[src/rtl/fb_scan_out_if.sv]
// Frame RAM read port between the scan-out block (master) and the frame memory (slave).
// addr carries {bank, offset}; data is the RGB332 byte for the address presented last step.
interface fb_scan_out_if #(
    parameter int unsigned ADDR_W = 15
);
    logic              rd;
    logic [ADDR_W:0]   addr;
    logic [7:0]        data;

    modport master (output rd, output addr, input data);
    modport slave  (input rd, input addr, output data);
endinterface

[src/rtl/fb_scan_out.sv]
// Framebuffer scan-out: maps iterator positions to frame RAM addresses, expands RGB332
// to 12-bit RGB and delays the syncs so they stay aligned with the colour output.
module fb_scan_out #(
    parameter int unsigned H_OFFSET = 160,
    parameter int unsigned FB_W     = 160,
    parameter int unsigned FB_H     = 120,
    parameter int unsigned SCALE    = 4,
    parameter int unsigned ADDR_W   = 15
) (
    input  logic                clk,
    input  logic                rst,
    input  logic                pix_clk,
    input  logic [9:0]          pix_x,
    input  logic [9:0]          pix_y,
    input  logic                h_sync,
    input  logic                v_sync,
    input  logic                draw_active,
    input  logic                screen_end,
    fb_scan_out_if.master       fb,
    input  logic                swap_req,
    output logic                swap_ack,
    output logic                front_bank,
    output logic [7:0]          frame_cnt,
    output logic [3:0]          vga_r,
    output logic [3:0]          vga_g,
    output logic [3:0]          vga_b,
    output logic                vga_hs,
    output logic                vga_vs
);

    localparam int unsigned SHIFT = $clog2(SCALE);

    logic [9:0]        col_raw;
    logic [9:0]        col_idx;
    logic [9:0]        y_div;
    logic [9:0]        row_idx;
    logic [ADDR_W-1:0] offset;
    logic              hs_d;
    logic              vs_d;
    logic              swap_armed;
    logic              swap_do;

    function automatic logic [11:0] expand(input logic [7:0] p);
        return {p[7:5], p[7], p[4:2], p[4], p[1:0], p[1:0]};
    endfunction

    always_comb begin
        col_raw = pix_x - 10'(H_OFFSET);
        col_idx = col_raw >> SHIFT;
        y_div   = pix_y >> SHIFT;
        // Guard against an unclamped pix_y ever addressing past the last stored row.
        row_idx = (y_div > 10'(FB_H - 1)) ? 10'(FB_H - 1) : y_div;
        offset  = ADDR_W'(row_idx) * ADDR_W'(FB_W) + ADDR_W'(col_idx);
    end

    // A request held through its own ack must drop low before it can swap again.
    assign swap_do = pix_clk && screen_end && swap_req && swap_armed;

    always_ff @(posedge clk) begin
        if (rst) begin
            fb.rd      <= 1'b0;
            fb.addr    <= '0;
            vga_r      <= '0;
            vga_g      <= '0;
            vga_b      <= '0;
            hs_d       <= 1'b1;
            vs_d       <= 1'b1;
            vga_hs     <= 1'b1;
            vga_vs     <= 1'b1;
            front_bank <= 1'b0;
            frame_cnt  <= '0;
            swap_ack   <= 1'b0;
            swap_armed <= 1'b0;
        end else begin
            swap_ack <= swap_do;
            if (swap_do) begin
                swap_armed <= 1'b0;
            end else if (!swap_req) begin
                swap_armed <= 1'b1;
            end
            if (pix_clk) begin
                fb.rd <= draw_active;
                if (draw_active) begin
                    fb.addr <= {front_bank, offset};
                end
                {vga_r, vga_g, vga_b} <= fb.rd ? expand(fb.data) : 12'h000;
                hs_d   <= h_sync;
                vs_d   <= v_sync;
                vga_hs <= hs_d;
                vga_vs <= vs_d;
                if (screen_end) begin
                    frame_cnt <= frame_cnt + 8'd1;
                end
                if (swap_do) begin
                    front_bank <= ~front_bank;
                end
            end
        end
    end

endmodule

[src/flat_wrapper.sv]
// flat-port wrapper written by rule: the top's interface ports become plain ports
module fb_scan_out_flat 
#(
    parameter int unsigned H_OFFSET = 160,
    parameter int unsigned FB_W     = 160,
    parameter int unsigned FB_H     = 120,
    parameter int unsigned SCALE    = 4,
    parameter int unsigned ADDR_W   = 15
)
  (clk, rst, pix_clk, pix_x, pix_y, h_sync, v_sync, draw_active, screen_end, swap_req, swap_ack, front_bank, frame_cnt, vga_r, vga_g, vga_b, vga_hs, vga_vs, fb_rd, fb_addr, fb_data);
  fb_scan_out_if #(.ADDR_W(ADDR_W)) fb_i ();
  input  logic clk;
  input  logic rst;
  input  logic pix_clk;
  input  logic [9:0] pix_x;
  input  logic [9:0] pix_y;
  input  logic h_sync;
  input  logic v_sync;
  input  logic draw_active;
  input  logic screen_end;
  input  logic swap_req;
  output logic swap_ack;
  output logic front_bank;
  output logic [7:0] frame_cnt;
  output logic [3:0] vga_r;
  output logic [3:0] vga_g;
  output logic [3:0] vga_b;
  output logic vga_hs;
  output logic vga_vs;
  output wire logic [$bits(fb_i.rd)-1:0] fb_rd;
  output wire logic [$bits(fb_i.addr)-1:0] fb_addr;
  input wire logic [$bits(fb_i.data)-1:0] fb_data;
  assign fb_rd = fb_i.rd;
  assign fb_addr = fb_i.addr;
  assign fb_i.data = fb_data;
  fb_scan_out #(.H_OFFSET(H_OFFSET), .FB_W(FB_W), .FB_H(FB_H), .SCALE(SCALE), .ADDR_W(ADDR_W)) u_core (.clk(clk), .rst(rst), .pix_clk(pix_clk), .pix_x(pix_x), .pix_y(pix_y), .h_sync(h_sync), .v_sync(v_sync), .draw_active(draw_active), .screen_end(screen_end), .fb(fb_i), .swap_req(swap_req), .swap_ack(swap_ack), .front_bank(front_bank), .frame_cnt(frame_cnt), .vga_r(vga_r), .vga_g(vga_g), .vga_b(vga_b), .vga_hs(vga_hs), .vga_vs(vga_vs));
endmodule
[config.mk]
export PLATFORM = sky130hd
export DESIGN_NAME = fb_scan_out_flat
export DESIGN_NICKNAME = d
export VERILOG_FILES = /design/src/rtl/fb_scan_out_if.sv /design/src/rtl/fb_scan_out.sv /design/src/flat_wrapper.sv
export SDC_FILE = /design/constraint.sdc
export NUM_CORES = 1
export LEC_CHECK = 0
export BUFFER_PORTS_ARGS = -buffer_cell sky130_fd_sc_hd__buf_2
export CAP_MARGIN = 20
export CORE_MARGIN = 5
export CORE_UTILIZATION = 45
export DETAILED_ROUTE_END_ITERATION = 10
export PLACE_DENSITY = 0.74
export REMOVE_ABC_BUFFERS = 1
export SLEW_MARGIN = 20
export SYNTH_ARGS = -nofsm -noshare
export SYNTH_HDL_FRONTEND = slang
export SYNTH_SLANG_ARGS = --single-unit
[constraint.sdc]
create_clock -name clk -period 4.4 [get_ports clk]
set_input_delay 1.1 -clock clk [delete_from_list [all_inputs] [get_ports clk]]
set_output_delay 1.1 -clock clk [all_outputs]
set_load 0.05 [all_outputs]
# Word-level counts from Yosys, hierarchy flattened
# Index checks and enable logic that the tools add are counted.
[totals] latchBits=0 regBits=44 ram_bits=0 out_inout_bits=41 rom_bits=0 wordCells=28 in_bits=36 n_memories=0
[op_classes] shift=0 reduce_logical=7 div=0 mul=1 mux=2 eq_ne=0 order_cmp=1 bitwise_logic=1 n_addsub=3
[op_table] operator="adder 15 x 8 -> 15 bit" n=1
[op_table] operator="2-to-1 mux 12 bit" n=1
[op_table] operator="multiplier 10 x 3 -> 10 bit, second input constant" n=1
[op_table] operator="subtractor 10 x 8 -> 10 bit, second input constant" n=1
[op_table] operator="adder 8 x 1 -> 8 bit, second input constant" n=1
[op_table] operator="greater-than comparator 8 x 7 -> 1 bit, second input constant" n=1
[op_table] operator="2-to-1 mux 8 bit" n=1
[op_table] operator="AND reduction 2 bit" n=3
[op_table] operator="logical AND 1 bit" n=3
[op_table] operator="OR reduction 2 bit" n=1
[op_table] operator="NOT 1 bit" n=1

# Depth between registers and ports, before layout
# Gate-level depths: netlist (run 1).
[depth] ltp_word=4 depth_mapped=12 ltp_nobuf=12

# Least setup slack after synthesis (run 1)
# No wires, ideal clock.
[synth_timing] path_type="input -> register" startpoint="input port pix_y[7]" endpoint="register u_core.fb.addr[14]" slack_ns=0.814 stages=11 path_buffers=0 required_ns=4.321 setup_time_ns=0.079 t_arrival_ns=3.507 path_cell_list="a41oi_1 -> nand2b_1 -> ha_1 -> ha_1 -> fa_1 -> xor2_1 -> inv_1 -> nor4_4 -> nand3_2 -> xnor2_1 -> a211oi_2"
[synth_via] elab_chain_len=4
[synth_rtl] element="from (decl)" line="flat_wrapper.sv:16" rtl="input logic [9:0] pix_y;"
[synth_rtl] element="greater-than comparator 8 x 7 -> 1 bit" line="fb_scan_out.sv:52" rtl="row_idx = (y_div > 10'(FB_H - 1)) ? 10'(FB_H - 1) : y_div;"
[synth_rtl] element="2-to-1 mux 8 bit *" line="fb_scan_out.sv:52"
[synth_rtl] element="multiplier 10 x 3 -> 10 bit *" line="fb_scan_out.sv:53" rtl="offset = ADDR_W'(row_idx) * ADDR_W'(FB_W) + ADDR_W'(col_idx);"
[synth_rtl] element="adder 15 x 8 -> 15 bit *" line="fb_scan_out.sv:53"
[synth_rtl] element="to (signal assigned)" line="fb_scan_out.sv:84" rtl="fb.addr <= {front_bank, offset};"
[synth_rtl] element="to (decl)" line="fb_scan_out_if.sv:10" rtl="modport master (output rd, output addr, input data);"
# Mark *: on every way between the ends. The rest lies on a longest branch, timed or not.
# A chain may end at the register's enable or synchronous reset.

# Final worst setup path (run 1)
# Ends and elaborated chain as after synthesis.

==> impl_metrics.csv, run 1 <==
group,metric,value,unit
status,status,"finished clean",
clock_tree,cts_buffers,5,
clock_tree,cts_tree,"yes",
clock_tree,clockRootBuffer,"clkbuf_8",
setup_path,r2r_start,"u_core.frame_cnt[0]$_SDFFE_PP0P_",
grt,overflow,0,
setup_path,path_class,"in -> reg",
clock_tree,clk_latency,280,ps
place,post-dp-hpwl,3.39,mm
timing,fmax,290,MHz
setup_path,crit_path_frequent_cell,"ha_1",
clock_tree,cts_resized,0,
timing,hold_ws,450,ps
grt,track_usage,14.5,%
setup_path,slowest_stage,"fa_1",
die,io_pins,77,
synth,synth_area_per_cell,8.66,um^2
setup_path,critical_path_buf_inv_count,2,
synth,synthTopCellsByCount,"dfxtp_1, nor2_1, a21oi_1, nand2_1, ha_1",
timing,hold_viol_final,0,
grt,antenna_found_initial,0,
synth,postSynthCellCount,247,
clock_tree,postCtsSetupBuffers,0,
setup_path,rrSetupSlack,3200,ps
clock_tree,clockBufferDepth,2,
die,die_area,6230,um^2
setup_path,worst_path_largest_cell_delay,400,ps
timing,slew_violations,0,
grt,grtUsageMet1,16.5,%
power_and_ir_drop,p_per_area,366,nW/um^2
setup_path,arrival,3650,ps
synth,synth_seq_cells,40,
synth,async_flop_share,0,%
synth,synth_top_area_cell,"dfxtp_1",
setup_path,reg2reg_depth,5,
grt,top_usage_layer,"met2",
timing,relSlewSlack,46.1,%
synth,synth.most_common_cell,"dfxtp_1",
grt,grt_max_degree,41,
finish,antenna_cells,0,
grt,use_met2,26.5,%
clock_tree,cts_sinks,40,
grt,grt_pass1_vias,1693,
route,wl_per_cell,11.8,um
die,start_util,45.9,%
synth,synth-edff-count,0,
timing,period_needed,3440,ps
finish,utilization,56.4,%
synth,netlist_area,2140,um^2
clock_tree,htreeDepth,2,
route,postRouteAntennaNets,0,
place,io_buffers,72,
route,first_pass_iters,4,
synth,yosysSeqAreaShare,37.4,%
setup_path,crit_family,"adder cells",
timing,setup_tns,0,ps
setup_path,reg2reg_to,"u_core.frame_cnt[6]$_SDFFE_PP0P_",
route,num_vias,1829,
route,routed_via_density,4.98,
timing,worst_pin_slew,809,ps
setup_path,worstPathMaxFanout,4,
synth,synth_top_area_share,37.4,%
worst_hold_path,whs_path_depth,2,
place,place.gp.congestion,0.734,
worst_hold_path,hold_end,"u_core.fb.addr[10]$_SDFFE_PP0P_",
worst_hold_path,hold_class,"reg -> reg",
power_and_ir_drop,peakVddDrop,0.169,mV
route,drtIter0Drc,50,
die,num_rows,25,
power_and_ir_drop,leakagePower,0.00123,uW
grt,grt_pass1_wl,7.32,mm
worst_hold_path,min-delay-start,"u_core.fb.addr[10]$_SDFFE_PP0P_",
flow_run,maxCapViolCount,0,
setup_path,crit_required,4610,ps
setup_path,path_cells,"buf_2 -> a41oi_1 -> nand2b_1 -> ha_1 -> ha_1 -> fa_1 -> xor2_1 -> inv_1 -> nor4_4 -> nand3_2 -> xnor2_1 -> a211oi_2",
route,drc_errors,0,
synth,ys_warn_count,0,
clock_tree,clk_pin_slew_worst_paths,70,ps
finish,final_layout_size_suffix_gt1_share,29.1,%
die,die_w,78.9,um
route,routed_wirelength,4.32,mm
setup_path,critPathLaunchType,"input pin",
synth,synthTopCellsByArea,"dfxtp_1, ha_1, nor2_1",
synth,synthFlopType,"dfxtp_1",
finish,syn2layout_area_growth,22.9,%
die,core,4660,um^2
timing,fin_worst_skew,1.03,ps
clock_tree,cts_hold_buf,0,
die,die_height,78.9,um
grt,use_met3,3.97,%
setup_path,cp-end-kind,"flop",
timing,layout_worst_path_cycle_share,78.3,%
timing,rsz0062_at_grt,"no",
timing,setup_violations,0,
finish,finalNetCount,365,
synth,synth.distinct_cells,39,
## sequential cells by signal, summed over array words and instances (netlist names), 2 cells and up
signal / cells
u_core.vga_g: 3
u_core.vga_b: 2
u_core.frame_cnt: 8
u_core.fb.addr: 16
u_core.vga_r: 3
## cell families after synthesis
family                     Yosys count  synth area share [%]
AOI/OAI and AO/OA                   48                  14.6
other                                1                 0.175
adders and majority gates           17                  10.6
DFF                                 40                  37.4
xor gates and xnor gates            20                  8.19
muxes                                1                 0.468
buffers and inverters               22                  4.62
and+or+nand+nor                     98                  23.8
## power breakdown
part	switching [uW]	total, uW	internal [uW]	leakage (uW)
registers	9.18	388	379	0.000327
logic	160	255	94.6	0.000838
clock network	119	319	200	0.0000645
## worst max path at each step
stage | startpoint | end | slack [ps] | depth (start not counted)
detailed placement | pix_y[7] | u_core.fb.addr[14]$_SDFFE_PP0P_ | 630 | 12
global placement | pix_y[7] | u_core.fb.addr[14]$_SDFFE_PP0P_ | 660 | 12
global route | pix_y[7] | u_core.fb.addr[14]$_SDFFE_PP0P_ | 750 | 12
CTS | pix_y[7] | u_core.fb.addr[14]$_SDFFE_PP0P_ | 920 | 12
floorplan | pix_y[7] | u_core.fb.addr[14]$_SDFFE_PP0P_ | 810 | 11
finish | pix_y[7] | u_core.fb.addr[14]$_SDFFE_PP0P_ | 960 | 12
## layout by cell type (no fill, tap or decap), types with 2 or more instances in the layout
cell       n
and3_1     4
o21ai_0    6
a211oi_2   3
nor2b_1   14
or3_1      2
dfxtp_1   40
fa_1       2
ha_1      15
and2_1     3
buf_2     72
xnor2_1    9
xor2_1    11
a211o_1    4
nand3_1    3
clkbuf_8   7
a21o_1     2
a21oi_1   23
nand2b_1   6
nor2_1    31
a211oi_1   7
nand2_1   21
nand4_1    3
or2_2      3
inv_1      7
## metrics by stage
stage	instance area (um^2)	total power (uW)	instances	worst slack (ps)
floorplan	2070	588	232	814
global route	2630	1020	367	752
CTS	2630	976	367	920
detailed placement	2500	653	359	625
finish	2630	963	367	955
global placement	2500	646	359	660
## area by class of cell
class | count | area (um^2)
clock inverters | 1 | 30.0
clock buffers | 7 | 96.3
fillers | 460 | 2030
well taps | 54 | 67.6
repair buffers | 73 | 368
multi-input cells | 185 | 1240
inverters | 7 | 26.3
flip-flops and latches | 40 | 801
## layer usage
metal	up-vias	share of wire [%]
met5	-	0
met1	811	43
li1	960	-
met2	53	48
met3	5	7.2
met4	0	1.0
## worst reg2reg max path, cell delays in order, from the launching register on
cell     delay [ps]
dfxtp_1         390
ha_1            180
and3_1          180
nand4_1         120
xor2_1          150
nor2_1           50
No activity file was read; power rests on OpenSTA's default activity.
==> inputs of run 2 (changes only) <==
--- a/config.mk
+++ b/config.mk
@@ -5,12 +5,13 @@
 export SDC_FILE = /design/constraint.sdc
 export NUM_CORES = 1
 export LEC_CHECK = 0
+export ABC_AREA = 1
 export BUFFER_PORTS_ARGS = -buffer_cell sky130_fd_sc_hd__buf_2
 export CAP_MARGIN = 20
 export CORE_MARGIN = 5
 export CORE_UTILIZATION = 45
 export DETAILED_ROUTE_END_ITERATION = 10
-export PLACE_DENSITY = 0.74
+export PLACE_DENSITY = 0.73
 export REMOVE_ABC_BUFFERS = 1
 export SLEW_MARGIN = 20
 export SYNTH_ARGS = -nofsm -noshare
==> constraint.sdc (replaced) <==
create_clock -name clk -period 3.2 [get_ports clk]
set_input_delay 0.8 -clock clk [delete_from_list [all_inputs] [get_ports clk]]
set_output_delay 0.8 -clock clk [all_outputs]
set_load 0.05 [all_outputs]
==> impl_metrics.csv, run 2 <==
group,metric,value,unit
clock_tree,cts_hold_buf,0,
synth,netlist_area,2200,um^2
finish,syn2layout_area_growth,31.0,%
synth,async_flop_share,0,%
synth,synthTopCellsByArea,"dfxtp_1, nand2_1, ha_1",
synth,ys_warn_count,0,
power_and_ir_drop,p_clk_share,25.5,%
synth,synth_area_per_cell,7.26,um^2
synth,synthFlopType,"dfxtp_1",
finish,utilization,61.0,%
die,die_height,79.9,um
worst_hold_path,hold_class,"reg -> reg",
grt,grt_pass1_wl,7.85,mm
power_and_ir_drop,p_per_area,464,nW/um^2
clock_tree,cts_buffers,5,
grt,grt_max_degree,23,
route,first_pass_iters,4,
die,die_area,6390,um^2
route,drc_errors,0,
finish,final_cell_mix,"buf_2, nand2_1, nor2_1, dfxtp_1, inv_1",
synth,synth_seq_cells,40,
route,wl_per_cell,10.8,um
clock_tree,clk_pin_slew_worst_paths,70,ps
finish,largest_register_ffs,16,
route,routed_wirelength,4.88,mm
setup_path,rrSetupSlack,1950,ps
power_and_ir_drop,p_comb_share,33.4,%
power_and_ir_drop,power.share.sequential,41.0,%
setup_path,path_class,"in -> reg",
timing,layout_worst_path_cycle_share,95.2,%
die,num_rows,25,
status,status,"finished clean",
grt,track_usage,15.1,%
timing,fmax,328,MHz
setup_path,crit_family,"simple AND/OR/NAND/NOR gates",
flow_run,maxCapViolCount,0,
setup_path,arrival,3240,ps
setup_path,crit_path_frequent_cell,"nand2_1",
timing,fin_worst_skew,3.66,ps
place,io_buffers,72,
place,place.gp.congestion,0.768,
grt,antenna_found_initial,0,
synth,yosysSeqAreaShare,36.4,%
power_and_ir_drop,leakagePower,0.00149,uW
finish,mostFrequentLayoutCell,"buf_2",
clock_tree,clk_latency,290,ps
clock_tree,clockRootBuffer,"clkbuf_8",
setup_path,worst_path_largest_cell_delay,520,ps
setup_path,slowest_stage,"fa_1",
timing,hold_viol_final,0,
power_and_ir_drop,p_int,869,uW
timing,period_needed,3050,ps
grt,overflow,0,
route,num_vias,2102,
setup_path,critPathLaunchType,"input pin",
finish,num-fill-cells,450,
die,io_pins,77,
setup_path,cp-end-kind,"flop",
clock_tree,cts_sinks,40,
finish,reg_top3,"u_core.fb.addr x16, u_core.frame_cnt x8",
power_and_ir_drop,peakVddDrop,0.177,mV
timing,setup_tns,0,ps
die,start_util,46.6,%
synth,synth.distinct_cells,32,
die,die_w,79.9,um
setup_path,critical_path_buf_inv_count,4,
clock_tree,cts_tree,"yes",
route,drtIter0Drc,58,
synth,synth.most_common_cell,"nand2_1",
timing,hold_ws,456,ps
power_and_ir_drop,sw_frac_of_total,35.0,%
setup_path,worstPathMaxFanout,4,
finish,finalNetCount,438,
synth,synth_top_area_cell,"dfxtp_1",
synth,synth_top_area_share,36.4,%
setup_path,crit_required,3390,ps
timing,slew_violations,0,
finish,final_layout_size_suffix_gt1_share,31.6,%
die,core,4720,um^2
route,postRouteAntennaNets,0,
grt,grt_pass1_vias,1912,
clock_tree,clockBufferDepth,2,
route,routed_via_density,4.64,
timing,setup_violations,0,
setup_path,path_cells,"buf_8 -> nand2_4 -> inv_2 -> a31oi_4 -> inv_2 -> or2_4 -> ha_4 -> ha_4 -> fa_1 -> nand2_1 -> nor2_1 -> nand2_1 -> nand2_1 -> nand2_1 -> nor2_2 -> nand3_1 -> nand2_1 -> nand3_1 -> nand2_1 -> inv_1",
power_and_ir_drop,p_sw,468,uW
synth,synthTopCellsByCount,"nand2_1, nor2_1, dfxtp_1, inv_1, a21oi_1",
timing,rsz0062_at_grt,"yes",
clock_tree,htreeDepth,2,
place,post-dp-hpwl,3.64,mm
finish,top_register,"u_core.fb.addr",
synth,synth-edff-count,0,
finish,antenna_cells,0,
synth,postSynthCellCount,303,
-- run 2: cell count changes after synthesis, moves of 7 or more --
cell,previous run,this run
nand3_1,3,19
nor2_1,31,42
nand2_1,21,56
a211oi_1,7,0
inv_1,7,34
o21ai_1,0,12
nor2b_1,14,0
-- run 2: final timing paths --
kind,cells past startpoint,endpoint,from
max,20,u_core.fb.addr[14]$_SDFFE_PP0P_,pix_y[7]
min,2,u_core.swap_armed$_SDFFE_PP0N_,u_core.swap_armed$_SDFFE_PP0N_
max reg2reg,6,u_core.frame_cnt[6]$_SDFFE_PP0P_,u_core.frame_cnt[0]$_SDFFE_PP0P_
min reg2reg,2,u_core.swap_armed$_SDFFE_PP0N_,u_core.swap_armed$_SDFFE_PP0N_
-- run 2: logic make-up after synthesis --
logic type                 Yosys count  synth area share [%]
other                                1                 0.170
xor gates and xnor gates            11                  5.57
DFF                                 40                  36.4
and+or+nand+nor                    131                  25.4
buffers and inverters               52                  10.0
AOI/OAI and AO/OA                   51                  12.1
adders and majority gates           17                  10.3
-- run 2: final cells by class --
cell class / instances / area [um^2] / area share, %
clock buffer: 6 / 82.6 / 2.86
clock inverter: 2 / 10.0 / 0.347
inverter: 38 / 143 / 4.95
multi-input combinational: 211 / 1250 / 43.5
sequential: 40 / 801 / 27.8
tap: 67 / 83.8 / 2.91
timing repair buffer: 89 / 508 / 17.6
-- run 2: metrics by stage --
stage          setup slack (ps)  total power (uW)  cell area (um^2)  std cells
3_3_place_gp               -178               978              2690        444
3_5_place_dp               -239               985              2690        444
6_report                    154              1340              2880        453
2_1_floorplan             -55.3               864              2120        289
4_1_cts                    67.9              1330              2780        452
5_1_grt                   -36.8              1430              2880        453
-- run 2: timing repair --
| item | 4_1_cts | 5_1_grt |
|---|---|---|
| setup endpoints to repair | 0 | 3 |
| resized for setup | 0 | 19 |
| buffers inserted | 0 | 1 |
-- run 2: worst reg2reg max path: cells and delay by family, from the launching register on --
family,cells,cell delay (ps)
adder cells (fa/ha/maj),1,170
flip-flops,1,390
AO/OA/AOI/OAI,2,190
AND/OR/NAND/NOR,3,400
-- run 2: power by group through the flow --
stage	clock [uW]	sequential (uW)	combinational, uW
detailed placement	0	561	425
CTS	350	549	426
global route	375	554	497
global placement	0	560	418
floorplan	0	658	206
finish	342	549	447
-- run 2: layer usage --
metal  vias up  wire length [um]  track usage (%)
met4         0                73             5.57
met5         -                 0                0
met1       931              2050             16.2
li1       1119                 -                -
met3         6               268             3.27
met2        46              2490             28.5
==> inputs of run 3 (changes only) <==
--- a/config.mk
+++ b/config.mk
@@ -5,13 +5,12 @@
 export SDC_FILE = /design/constraint.sdc
 export NUM_CORES = 1
 export LEC_CHECK = 0
-export ABC_AREA = 1
 export BUFFER_PORTS_ARGS = -buffer_cell sky130_fd_sc_hd__buf_2
 export CAP_MARGIN = 20
 export CORE_MARGIN = 5
 export CORE_UTILIZATION = 45
 export DETAILED_ROUTE_END_ITERATION = 10
-export PLACE_DENSITY = 0.73
+export PLACE_DENSITY = 0.74
 export REMOVE_ABC_BUFFERS = 1
 export SLEW_MARGIN = 20
 export SYNTH_ARGS = -nofsm -noshare
==> impl_metrics.csv, run 3 (synthesized netlist as in run 1, its figures left out) <==
group,metric,value,unit
finish,largest_register_ffs,16,
place,place_inst,371,
timing,worst_pin_slew,800,ps
timing,fmax,339,MHz
clock_tree,clockBufferDepth,2,
setup_path,crit_family,"adder cells",
grt,grt_pass1_vias,1785,
power_and_ir_drop,power.share.sequential,42.7,%
finish,final_layout_size_suffix_gt1_share,31.7,%
clock_tree,cts_sinks,40,
power_and_ir_drop,p_sw,396,uW
place,place_area,2590,um^2
timing,fin_worst_skew,1.76,ps
timing,rsz0062_at_grt,"no",
clock_tree,clk_latency,280,ps
setup_path,slowest_stage,"fa_1",
die,die_area,6230,um^2
finish,final_cell_mix,"buf_2, dfxtp_1, nor2_1",
setup_path,arrival,3080,ps
route,drtIter0Drc,50,
finish,mostFrequentLayoutCell,"buf_2",
route,postRouteAntennaNets,0,
finish,utilization,57.9,%
die,core,4660,um^2
timing,setup_violations,0,
setup_path,crit_required,3330,ps
clock_tree,htreeDepth,2,
power_and_ir_drop,p_comb_share,30.6,%
setup_path,worstPathMaxFanout,3,
clock_tree,cts_buffers,5,
setup_path,cp-end-kind,"flop",
timing,relSlewSlack,46.6,%
timing,setup_tns,0,ps
route,drc_errors,0,
clock_tree,postCtsSetupBuffers,0,
power_and_ir_drop,p_int,854,uW
finish,fin_cells,379,
setup_path,worst_path_largest_cell_delay,470,ps
finish,final_area,2700,um^2
power_and_ir_drop,sw_frac_of_total,31.7,%
die,start_util,45.9,%
timing,hold_viol_final,0,
power_and_ir_drop,p_clk_share,26.7,%
die,io_pins,77,
timing,hold_ws,452,ps
flow_run,maxCapViolCount,0,
setup_path,critical_path_buf_inv_count,1,
die,num_rows,25,
route,num_vias,1877,
finish,top_register,"u_core.fb.addr",
finish,antenna_cells,0,
route,wl_per_cell,11.8,um
status,status,"finished clean",
grt,track_usage,14.6,%
finish,num-fill-cells,427,
power_and_ir_drop,leakagePower,0.00127,uW
worst_hold_path,hold_class,"reg -> reg",
route,routed_via_density,4.95,
grt,grt_pass1_wl,7.48,mm
timing,layout_worst_path_cycle_share,92.1,%
clock_tree,clk_pin_slew_worst_paths,70,ps
route,first_pass_iters,4,
clock_tree,clockRootBuffer,"clkbuf_8",
setup_path,critPathLaunchType,"input pin",
die,die_height,78.9,um
finish,reg_top3,"u_core.fb.addr x16, u_core.frame_cnt x8",
power_and_ir_drop,p_per_area,464,nW/um^2
place,io_buffers,72,
place,post-dp-hpwl,3.41,mm
setup_path,path_class,"in -> reg",
grt,antenna_found_initial,0,
finish,finalNetCount,377,
setup_path,path_cells,"buf_2 -> a41oi_2 -> nand2b_1 -> ha_1 -> ha_1 -> fa_1 -> and3_1 -> a32oi_1 -> nor4_4 -> xnor2_1 -> a211oi_2",
grt,grt_max_degree,41,
grt,overflow,0,
finish,syn2layout_area_growth,26.1,%
die,die_w,78.9,um
power_and_ir_drop,peakVddDrop,0.177,mV
place,place.gp.congestion,0.732,
clock_tree,cts_tree,"yes",
route,routed_wirelength,4.46,mm
timing,slew_violations,0,
setup_path,rrSetupSlack,1990,ps
setup_path,crit_path_frequent_cell,"ha_1",
timing,period_needed,2950,ps
## run 3: power groups by stage
stage	sequential (uW)	combinational [uW]	clock, uW
after global placement	545	374	0
after floorplan	621	187	0
after detailed placement	546	381	0
after CTS	534	383	348
after global routing	537	425	370
final	534	383	333
## run 3: cell type report
class	instances	area [um^2]	share of cell area, %
clock buffers	8	90.1	3.34
inverters	7	26.3	0.974
multi-input cells	185	1250	46.5
flip-flops and latches	40	801	29.7
well taps	54	67.6	2.51
repair buffers	85	458	17.0
## run 3: timing repair
item                                    CTS  global route
endpoints found under the setup margin    0             3
resized for setup                         0             2
hold buffers                              0             0
## run 3: stage by stage
stage,setup WS (ps),power (uW)
after floorplan,-86.1,808
after global placement,-133,919
after detailed placement,-138,927
after CTS,169,1270
after global routing,54.6,1330
final,254,1250
## run 3: worst reg2reg max path: stages, from the launching register on
cell and delay, ps:
dfxtp_1 390, ha_1 180, and3_1 190, nand4_1 120, xor2_1 150, nor2_1 50
## run 3: per-layer routing
layer  vias to the layer above  wire [um]  part of all wire [%]  track usage, %
li1                        980          -                     -               -
met1                       838       1960                    44            16.7
met5                         -          0                     0               0
met3                         9        310                   6.9            3.85
met4                         0         83                   1.9            5.15
met2                        50       2110                    47            26.2
## run 3: path summary, 6_finish.rpt
path                                    startpoint                               end  depth (start not counted)
hold / removal     u_core.fb.addr[10]$_SDFFE_PP0P_   u_core.fb.addr[10]$_SDFFE_PP0P_                          2
setup reg to reg  u_core.frame_cnt[0]$_SDFFE_PP0P_  u_core.frame_cnt[6]$_SDFFE_PP0P_                          5
hold reg to reg    u_core.fb.addr[10]$_SDFFE_PP0P_   u_core.fb.addr[10]$_SDFFE_PP0P_                          2
setup / recovery                          pix_y[6]   u_core.fb.addr[12]$_SDFFE_PP0P_                         11
